--- src/rtl/timer_pkg.sv ---
// timer_pkg: shared state encoding, register bit positions and tick-length helper for timer_seconds.
package timer_pkg;
  typedef enum logic [1:0] {IDLE, RUN, DONE} timer_state_t;
  localparam int ABORT_BIT = 31;
  localparam int SECS_MSB = 15;
  localparam int DONE_BIT = 0;
  localparam int BUSY_BIT = 1;
  function automatic int tick_len(input bit simulation, input int clk_hz, input int sim_tick);
    return simulation ? sim_tick : clk_hz;
  endfunction
endpackage

--- src/rtl/timer_seconds_tick_prescaler.sv ---
// tick_prescaler: down-counter that pulses tick on its terminal count and reloads TICK-1.
module tick_prescaler #(
  parameter int TICK = 10
) (
  input  logic clk,
  input  logic reset,
  input  logic load,
  input  logic en,
  output logic tick
);
  localparam int W = $clog2(TICK);
  localparam logic [W-1:0] RELOAD = W'(TICK - 1);
  logic [W-1:0] cnt;
  assign tick = en && !load && cnt == '0;
  always_ff @(posedge clk or posedge reset) begin
    if (reset) cnt <= '0;
    else if (load || tick) cnt <= RELOAD;
    else if (en) cnt <= cnt - 1'b1;
  end
endmodule

--- src/rtl/timer_seconds.sv ---
// timer_seconds: memory-mapped seconds countdown timer with sticky done flag and remaining-seconds readback.
module timer_seconds
  import timer_pkg::*;
#(
  parameter int CLK_HZ = 10_000_000,
  parameter bit SIMULATION = 1'b0,
  parameter int SIM_TICK = 10
) (
  input  logic        clk,
  input  logic        reset,
  input  logic        ctrl_we,
  input  logic [31:0] ctrl_wdata,
  input  logic        done_clr,
  output logic [31:0] done_rdata,
  output logic [31:0] remain_rdata
);
  localparam int TICK = tick_len(SIMULATION, CLK_HZ, SIM_TICK);
  timer_state_t state, state_nx;
  logic [15:0] remaining, remaining_nx;
  logic busy, done, tick;
  wire abort = ctrl_wdata[ABORT_BIT];
  wire [15:0] secs = ctrl_wdata[SECS_MSB:0];
  wire start = ctrl_we && !abort && secs != '0;
  tick_prescaler #(.TICK(TICK)) u_pre (
    .clk(clk),
    .reset(reset),
    .load(start),
    .en(state == RUN),
    .tick(tick)
  );
  // a write always takes priority; the last second lands in DONE instead of reloading
  always_comb begin
    state_nx = state;
    remaining_nx = remaining;
    if (ctrl_we) begin
      state_nx = abort ? IDLE : (secs == '0 ? DONE : RUN);
      remaining_nx = abort ? 16'd0 : secs;
    end else if (state == RUN && tick) begin
      state_nx = remaining > 16'd1 ? RUN : DONE;
      remaining_nx = remaining > 16'd1 ? remaining - 16'd1 : 16'd0;
    end else if (state == DONE && done_clr) begin
      state_nx = IDLE;
    end
  end
  always_ff @(posedge clk or posedge reset) begin
    if (reset) begin
      state <= IDLE;
      remaining <= '0;
      busy <= 1'b0;
      done <= 1'b0;
    end else begin
      state <= state_nx;
      remaining <= remaining_nx;
      busy <= state_nx == RUN;
      done <= state_nx == DONE;
    end
  end
  always_comb begin
    done_rdata = '0;
    done_rdata[DONE_BIT] = done;
    done_rdata[BUSY_BIT] = busy;
  end
  assign remain_rdata = {16'd0, remaining};
endmodule
--- config.mk ---
export PLATFORM = sky130hd
export DESIGN_NAME = timer_seconds
export DESIGN_NICKNAME = d
export VERILOG_FILES = /design/src/rtl/timer_pkg.sv /design/src/rtl/timer_seconds_tick_prescaler.sv /design/src/rtl/timer_seconds.sv
export SDC_FILE = /design/constraint.sdc
export NUM_CORES = 1
export LEC_CHECK = 0
export CAP_MARGIN = 20
export CORE_UTILIZATION = 26
export CTS_BUF_LIST = sky130_fd_sc_hd__clkbuf_4
export DETAILED_ROUTE_END_ITERATION = 8
export SYNTH_ARGS = -nofsm -noshare
export SYNTH_HDL_FRONTEND = slang
export SYNTH_SLANG_ARGS = --single-unit
--- constraint.sdc ---
create_clock -name clk -period 2.3 [get_ports clk]
set_input_delay 0.46 -clock clk [delete_from_list [all_inputs] [get_ports clk]]
set_output_delay 0.46 -clock clk [all_outputs]
set_load 0.02 [all_outputs]
== After elaboration in Yosys (flattened, before gate mapping) ==
Index checks and enable logic that the tools add are counted.
Storage, ports and cells
  ROM bits: 0
  word-level logic and storage cells: 38
  register bits after elaboration: 44
  memories kept: 0
  latch bits: 0
  bits in writable memories: 0
  output and inout port bits: 64
Cells by class
  multipliers: 0
  reduce and logical (&&, ||, !) cells: 14
  equality and inequality tests: 4
  bitwise operators: 0
  div/mod/pow operators: 0
  mux-type cells: 12
  shift-type cells: 0
  $lt $le $gt $ge: 1
  add/sub/neg operators: 2
Operators with widths (count)
  2-to-1 mux 16 bit: 4
  2-to-1 mux 24 bit: 2
  logical NOT 24 bit: 1
  subtractor 24 x 1 -> 24 bit, second input constant: 1
  greater-than comparator 16 x 1 -> 1 bit, second input constant: 1
  logical NOT 16 bit: 1
  nonzero test 16 bit: 1
  subtractor 16 x 1 -> 16 bit, second input constant: 1
  2-to-1 mux 2 bit: 6
  logical AND 1 bit: 6
  == test 2 x 1 -> 1 bit, second input constant: 2
  == test 2 bit, second input constant: 2
  nonzero test 2 bit: 2
  logical NOT 1 bit: 2
  logical OR 1 bit: 1

== Depth between registers and ports, before layout ==
Gate-level depths: netlist of run 1.
  depth after elaboration: 10
  gate-level depth with buffers: 8
  gate-level depth less buffers: 7

== By module ==
From an unflattened synthesis of run 1, not the netlist that was laid out.
Second synthesis, totals
  cell total of the unflattened synthesis: 339
  area, all modules: 3016.6 µm²
Modules (own cells, without submodules)
  timer_seconds: area each 1656.6 µm², times used 1, cells each 193
  tick_prescaler: area each 1360.1 µm², times used 1, cells each 146

== Worst setup path after synthesis of run 1 ==
No wires, ideal clock.
  path kind: reg2reg
  start: register remaining[4]
  end: register remaining[12]
  arrival: 1.811 ns
  buffers on the path: 1
  stages on the path, launching flop included: 7
  slack: 0.360 ns
  cells stage by stage: dfrtp_1 > clkbuf_2 > or4_4 > or4_4 > nor2_1 > and3_1 > o32ai_1
On the way
  longest elaborated chain between the ends: 4
RTL lines
  start: declaration: RTL line timer_seconds.sv:19  | logic [15:0] remaining, remaining_nx;
  start signal: assignment: RTL line timer_seconds.sv:53  | remaining <= remaining_nx;
  subtractor 16 x 1 -> 16 bit or greater-than comparator 16 x 1 -> 1 bit (tied branches): RTL line timer_seconds.sv:40  | remaining_nx = remaining > 16'd1 ? remaining - 16'd1 : 16'd0;
  2-to-1 mux 16 bit *: RTL line timer_seconds.sv:40
  2-to-1 mux 16 bit *: RTL line timer_seconds.sv:38  | end else if (state == RUN && tick) begin
  2-to-1 mux 16 bit *: RTL line timer_seconds.sv:35  | if (ctrl_we) begin
Mark *: on every way between the ends. The rest lies on a longest branch, timed or not. The select of a mux whose other input is x is not followed.
A chain may end at the register's enable or synchronous reset.

== Final worst setup path of run 1 ==
  start: register remaining[7]
  end: register remaining[6]
On the way
  longest elaborated chain between the ends: 4
RTL lines (RTL line)
  greater-than comparator 16 x 1 -> 1 bit: timer_seconds.sv:40
  2-to-1 mux 16 bit: timer_seconds.sv:40
  2-to-1 mux 16 bit: timer_seconds.sv:38
  2-to-1 mux 16 bit: timer_seconds.sv:35
Every way passes these cells. The select of a mux whose other input is x is not followed.

==> results of run 1 <==
cells by family after synthesis:
| group | count (synthesis) |
|---|---|
| AOI/OAI and AO/OA | 63 |
| buffers and inverters | 66 |
| other | 1 |
| adders and majority gates | 4 |
| DFF | 44 |
| and+or+nand+nor | 126 |
| xor gates and xnor gates | 20 |
power by group through the flow:
| stage | logic (mW) | registers (mW) | clock network, mW |
|---|---|---|---|
| after floorplan | 0.422 | 0.972 | 0 |
| after global placement | 0.651 | 0.939 | 0 |
| after detailed placement | 0.657 | 0.941 | 0 |
| after CTS | 0.660 | 0.927 | 0.397 |
| after global routing | 0.722 | 0.944 | 0.422 |
| final | 0.658 | 0.928 | 0.378 |
cells in the final DEF, fill, tap and decap left out, types with 2 or more instances in the layout:
cell and instances:
and2_1 2, conb_1 46, nand2_1 27, nand3_1 6, buf_4 25, xor2_1 4
clkdlybuf4s50_1 38, or4_4 3, or4_1 3, o21ai_0 18, nand2b_1 3, nor2_1 33
inv_1 9, ha_1 4, o21a_1 2, o21ai_1 2, dfrtp_1 44, or3_1 2
a22oi_1 4, o31ai_1 4, a32oi_1 7, xnor2_1 16, nor2b_1 2, nand4_1 4
a21oi_1 8, nor3_1 20, clkbuf_4 6, nor4_1 10, o2bb2ai_1 8, and3_1 2
sequential cells by signal, summed over array words and instances, names as in the netlist:
signal and flops:
remaining 16, done 1, busy 1, u_pre.cnt 24, state 2
cells in the mapped netlist, types with 2 or more instances:
library cell and number:
nand3_1 6, or3_1 2, xor2_1 4, nand2_1 27, o21ai_1 2, or4_4 3
ha_1 4, xnor2_1 16, inv_1 10, buf_2 4, a32oi_1 7, o31ai_1 4
buf_4 49, nand4_1 4, a22oi_1 4, and2_1 2, or4_1 3, and3_1 2
nor2b_1 2, o21ai_0 18, dfrtp_1 44, clkbuf_1 2, o2bb2ai_1 8, nor3_1 20
nor2_1 33, a21oi_1 8, nor4_1 10, o21a_1 2, nand2b_1 3
worst min-delay path by stage:
| stage | startpoint | end | slack (ns) | cells after the start |
|---|---|---|---|---|
| 3_3_place_gp | u_pre.cnt[20] | u_pre.cnt[20] | 0.51 | 2 |
| 3_5_place_dp | remaining[11] | remaining[11] | 0.53 | 1 |
| 2_1_floorplan | u_pre.cnt[23] | u_pre.cnt[23] | 0.49 | 2 |
| 5_1_grt | remaining[11] | remaining[11] | 0.57 | 1 |
| 6_report | remaining[11] | remaining[11] | 0.55 | 1 |
| 4_1_cts | remaining[11] | remaining[11] | 0.56 | 1 |
routing by layer:
layer | GRT usage [%] | vias up | routed length, um
met2 | 23.13 | 97 | 3495
li1 | - | 1178 | -
met5 | 0 | - | 0
met1 | 16.21 | 1183 | 3095
met3 | 2.979 | 9 | 444
met4 | 2.935 | 0 | 58
through the flow:
| step | std cells | hold slack (ns) | setup TNS [ns] | setup slack (ns) |
|---|---|---|---|---|
| after floorplan | 369 | 0.4879 | 0 | 0.3598 |
| after global placement | 512 | 0.5127 | -0.2512 | -0.02883 |
| after detailed placement | 512 | 0.5258 | 0 | 0.03184 |
| after CTS | 519 | 0.5552 | 0 | 0.2414 |
| after global routing | 519 | 0.5729 | 0 | 0.01719 |
| final | 519 | 0.5529 | 0 | 0.2022 |
cell type report:
class	instances	area share, %
inverter	10	1.095
clock buffer	6	1.314
multi-input combinational	259	43.78
sequential	44	32.13
timing repair buffer	63	16.58
tap	136	4.965
clock inverter	1	0.1460
==> key figures, run 1 <==
Floorplanning
  – Initial Util: 27.31%
  – Area of the core: 0.01051 mm2
  – IO Count: 100
  – Die X: 107.1 um
  – # rows: 37
  – Die H: 107.1 um
  – Die ar.: 0.01146 mm2

CTS
  – H-Tree Level Count: 2
  – Later-pin clock latency in the skew report: 0.35 ns
  – Clk sinks: 44
  – Root buffer cell: clkbuf_4
  – CTS tree: built
  – Hold buffer count at cts: 0
  – # Post-CTS Setup Buffers: 0
  – CTS-repair resized insts: 0
  – Reg clk slew, reported paths: 0.13 ns
  – Clk buf depth: 2
  – CTS buffer count: 5

Pwr
  – Pwr Total: 1.964 mW
  – Internal Pwr Total: 1.232 mW
  – Power per cell area: 573.2 mW/mm2
  – Static Leak: 1.390 nW
  – Switching pwr: 732.0 uW
  – Net Sw Frac: 37.27%
  – Max VDD drop: 0.2517 mV
  – Flop pwr share: 47.3%
  – Gate power share: 33.5%
  – Power share of the clock group: 19.2%

Logic synthesis
  – Largest family of logic cells by synthesized area: simple AND/OR/NAND/NOR gates
  – Cells after Synth: 324
  – Yosys warns: 0
  – Distinct cells, synth: 50
  – Synth Area in Adders: 1.744%
  – Synth Area in XOR/XNOR: 6.103%
  – Synth Cell Area: 0.002870 mm2
  – Post-synthesis compound-gate area fraction: 15.04%
  – EDFF count, synth: 0
  – Simple-Gate Fraction of Synth Area: 23.37%
  – FF+latch count, synth: 44
  – Synth area leader: dfrtp_1
  – Synth Flop Type: dfrtp_1
  – Top area cells in the synthesized netlist: dfrtp_1, buf_4, xnor2_1
  – Ys async rst share: 100.0%
  – Top cell type's share of synthesized area: 38.36%
  – Sequential cell area fraction in the yosys report: 38.36%
  – Syn_area_per_cell: 8.859 um2
  – Multiplexer area fraction after synthesis: 0%

Critical path
  – Worst path max stage delay: 0.59 ns
  – Critical path arrival: 2.33 ns
  – CP endpoint: remaining[6]
  – Crit path cell chain: or4_4 -> nor3_1 -> a21oi_1 -> buf_4 -> a32oi_1 -> o2bb2ai_1
  – Slowest CP cell: or4_4
  – Worst Setup SP: remaining[7]
  – CP delay by family, top: simple AND/OR/NAND/NOR gates
  – Startpoint Class: register
  – Buf+Inv Stages, Crit Path: 1
  – CP required: 2.53 ns
  – R2R setup slack: 0.20 ns
  – Critical path type: reg -> reg
  – Crit path capture type: register
  – Crit Reg-Reg Startpoint: remaining[7]
  – Largest driver fanout on the critical path: 6
  – CP Depth: 6
  – Critical R2R Capture: remaining[6]
  – FF-to-FF path depth: 6

Final layout
  – Util after Layout: 32.61%
  – Design Area, Final: 0.003427 mm2
  – Storage cell area: 0.001101 mm2
  – Synth-to-Final Area Change: 19.40%
  – Area of the multi-input gates: 0.001500 mm2
  – Final-stage net count: 423
  – N_diodes: 0
  – Fraction of layout cells with a size suffix above 1: 10.44%
  – Fill cell count: 1072

Route
  – Via density: 4.753
  – Final wirelength: 7094 um
  – Via count: 2467
  – Initial DRC count: 74
  – WL per Instance: 13.67 um
  – 1st-pass router iterations: 4
  – Post-route DRC: 0
  – Detail Route Antenna Nets: 0

Status
  – Outcome: completed

STA
  – RSZ-0062 raised after global routing: false
  – Final Slew Violations: 0
  – Worst Skew: 0.007222 ns
  – Max Fclk: 0.4767 GHz
  – Fin crit period: 2.098 ns
  – Final Setup Violations: 0
  – Final period utilization: 91.21%
  – Worst slew pin tran: 0.5909 ns
  – Max-slew headroom: 60.61%
  – Final hold violations: 0

Place
  – DP Area: 0.003377 mm2
  – HPWL Detailed: 5215 um
  – GPL Wtd Cong: 0.8495
  – Buffers on Ports: 38

Global route
  – Initial antenna violation count: 0
  – Gr usage total: 13.12%
  – First-pass GRT wire length: 12030 um
  – Number of global-route vias before repair: 2497
  – Grt total ovfl: 0
  – Largest net degree at the start of global routing: 45

Hold path
  – HP Class: reg -> reg

Flow run
  – Maxcap violations: 0
No activity file was read; power rests on OpenSTA's default activity.
==> inputs of run 2 (changes only) <==
--- a/config.mk
+++ b/config.mk
@@ -6,9 +6,11 @@
 export NUM_CORES = 1
 export LEC_CHECK = 0
 export CAP_MARGIN = 20
-export CORE_UTILIZATION = 26
+export CORE_UTILIZATION = 47
 export CTS_BUF_LIST = sky130_fd_sc_hd__clkbuf_4
 export DETAILED_ROUTE_END_ITERATION = 8
+export PLACE_DENSITY = 0.83
+export RECOVER_POWER = 25
 export SYNTH_ARGS = -nofsm -noshare
 export SYNTH_HDL_FRONTEND = slang
 export SYNTH_SLANG_ARGS = --single-unit
==> run 2 against run 1 <==
  * Routed wire length down 4.1%
  * Critical path depth up 2
  * Cell count down 12%
  * Die area down 44%
  * Cell area down 1.3%
==> key figures, run 2 (synthesized netlist as in run 1, its figures left out) <==
Status
  – Outcome: completed

Place
  – GPL Wtd Cong: 0.9096 (+7.1%)
  – HPWL Detailed: 5076 um (-2.7%)
  – Buffers on Ports: 38 (unchanged)
  – DP Area: 0.003313 mm2 (-1.9%)

CTS
  – Later-pin clock latency in the skew report: 0.38 ns (+0.03 ns)
  – CTS buffer count: 5 (unchanged)
  – Clk buf depth: 2 (unchanged)
  – Root buffer cell: clkbuf_4
  – Clk sinks: 44 (unchanged)
  – H-Tree Level Count: 2 (unchanged)
  – Reg clk slew, reported paths: 0.15 ns (+0.02 ns)
  – CTS-repair resized insts: 0 (unchanged)
  – # Post-CTS Setup Buffers: 0 (unchanged)
  – Hold buffer count at cts: 0 (unchanged)
  – CTS tree: built

STA
  – Max Fclk: 0.4638 GHz (-2.7%)
  – Worst Skew: 0.01740 ns (+0.01017 ns)
  – Max-slew headroom: 17.83% (-43 points)
  – RSZ-0062 raised after global routing: false
  – Fin crit period: 2.156 ns (+0.05842 ns)
  – Worst slew pin tran: 1.231 ns (+0.6396 ns)
  – Final period utilization: 93.75% (+2.5 points)
  – Final hold violations: 0 (unchanged)
  – Final Slew Violations: 0 (unchanged)
  – Final Setup Violations: 0 (unchanged)
  – Sum Neg Setup Slack: 0 ns (unchanged)

Critical path
  – Worst path max stage delay: 0.44 ns (-0.15 ns)
  – Critical path type: reg -> reg
  – Critical path arrival: 2.43 ns (+0.10 ns)
  – Startpoint Class: register
  – Largest driver fanout on the critical path: 5 (-1)
  – Crit path cell chain: inv_1 -> ha_1 -> nor4bb_1 -> buf_4 -> nand4b_4 -> nor2_1 -> o21ai_0 -> a32o_1
  – CP required: 2.57 ns (+0.04 ns)
  – Crit path capture type: register
  – Slowest CP cell: dfrtp_1
  – FF-to-FF path depth: 8 (+2)

Hold path
  – HP Class: in -> async

Flow run
  – Maxcap violations: 0 (unchanged)

Global route
  – Met3 usage: 4.205% (+1.2 points)
  – Initial antenna violation count: 0 (unchanged)
  – Most Crowded Layer GR: met2
  – Gr usage total: 22.49% (+9.4 points)
  – Grt met2 use: 36.41% (+13 points)
  – Largest net degree at the start of global routing: 29 (-36%)
  – Number of global-route vias before repair: 2327 (-6.8%)
  – Grt total ovfl: 0 (unchanged)
  – Met1 Use GR: 30.26% (+14 points)
  – First-pass GRT wire length: 11160 um (-7.2%)

Route
  – Via density: 5.595 (+18%)
  – Via count: 2568 (+4.1%)
  – 1st-pass router iterations: 5 (+1)
  – Initial DRC count: 205 (+180%)
  – Detail Route Antenna Nets: 0 (unchanged)
  – Final wirelength: 6802 um (-4.1%)
  – Post-route DRC: 0 (unchanged)
  – WL per Instance: 14.82 um (+8.4%)

Final layout
  – Final-stage net count: 423 (unchanged)
  – Top Registers: u_pre.cnt (24), remaining (16), state (2)
  – Largest register FFs: 24 (unchanged)
  – Commonest non-fill, non-tap cells in the layout: conb_1, dfrtp_1, clkdlybuf4s50_1, nor2_1, nand2_1
  – Fill cell count: 539 (-50%)
  – Util after Layout: 57.12% (+25 points)
  – Reg with most FFs: u_pre.cnt
  – Fraction of layout cells with a size suffix above 1: 10.16% (-0.29 points)
  – N_diodes: 0 (unchanged)
  – Design Area, Final: 0.003382 mm2 (-1.3%)
  – Synth-to-Final Area Change: 17.83%
  – Commonest non-fill, non-tap cell in the layout: conb_1

Floorplanning
  – Die ar.: 0.006423 mm2 (-44%)
  – # rows: 28 (-24%)
  – IO Count: 100 (unchanged)
  – Die H: 80.15 um (-25%)
  – Area of the core: 0.005921 mm2 (-44%)
  – Die X: 80.15 um (-25%)
  – Initial Util: 48.48% (+21 points)

Pwr
  – Max VDD drop: 0.2908 mV (+16%)
  – Pwr Total: 2.108 mW (+7.3%)
  – Power per cell area: 623.4 mW/mm2 (+8.8%)
  – Static Leak: 1.408 nW (+1.2%)
[run 2: metrics by stage]
stage / worst slack [ns] / hold WS, ns / instances
3_3_place_gp: 0.05361 / 0.5040 / 451
2_1_floorplan: 0.3598 / 0.4879 / 369
5_1_grt: 0.07472 / 0.4744 / 459
3_5_place_dp: 0.02002 / 0.5148 / 451
4_1_cts: 0.1404 / 0.3542 / 459
6_report: 0.1437 / 0.4522 / 459
[run 2: metal layers]
layer / part of all wire [%] / up-vias / routed length (um)
li1: - / 1183 / -
met1: 45 / 1247 / 3047
met2: 48 / 129 / 3238
met3: 6.4 / 9 / 436
met4: 1.2 / 0 / 80
met5: 0 / - / 0
[run 2: worst paths after layout]
check / start / endpoint / slack, ns
max: u_pre.cnt[0] / remaining[3] / 0.14
min: reset / remaining[9] / 0.45
max reg2reg: u_pre.cnt[0] / remaining[3] / 0.14
min reg2reg: u_pre.cnt[23] / u_pre.cnt[23] / 0.55
max in group asynchronous: reset / state[0] / 0.35
min in group clk: u_pre.cnt[23] / u_pre.cnt[23] / 0.55
[run 2: where the power goes]
group / internal (mW) / switching (mW)
clock network: 0.227 / 0.272
logic: 0.284 / 0.404
registers: 0.834 / 0.0867
total: 1.35 / 0.763
[run 2: area by class of cell]
class / instances / area (um2) / share of cell area (%)
multi-input cells: 259 / 1500 / 44.36
flip-flops and latches: 44 / 1101 / 32.56
repair buffers: 63 / 569.3 / 16.83
well taps: 75 / 93.84 / 2.775
clock inverters: 3 / 42.54 / 1.258
clock buffers: 5 / 37.54 / 1.110
inverters: 10 / 37.54 / 1.110
[run 2: worst max-delay path, delay by kind of cell (launching register included)]
kind                       cells  cell delay, ns
AOI/OAI and AO/OA              2            0.44
and+or+nand+nor                3            0.73
buffers and inverters          2            0.30
DFF                            1            0.44
adders and majority gates      1            0.15
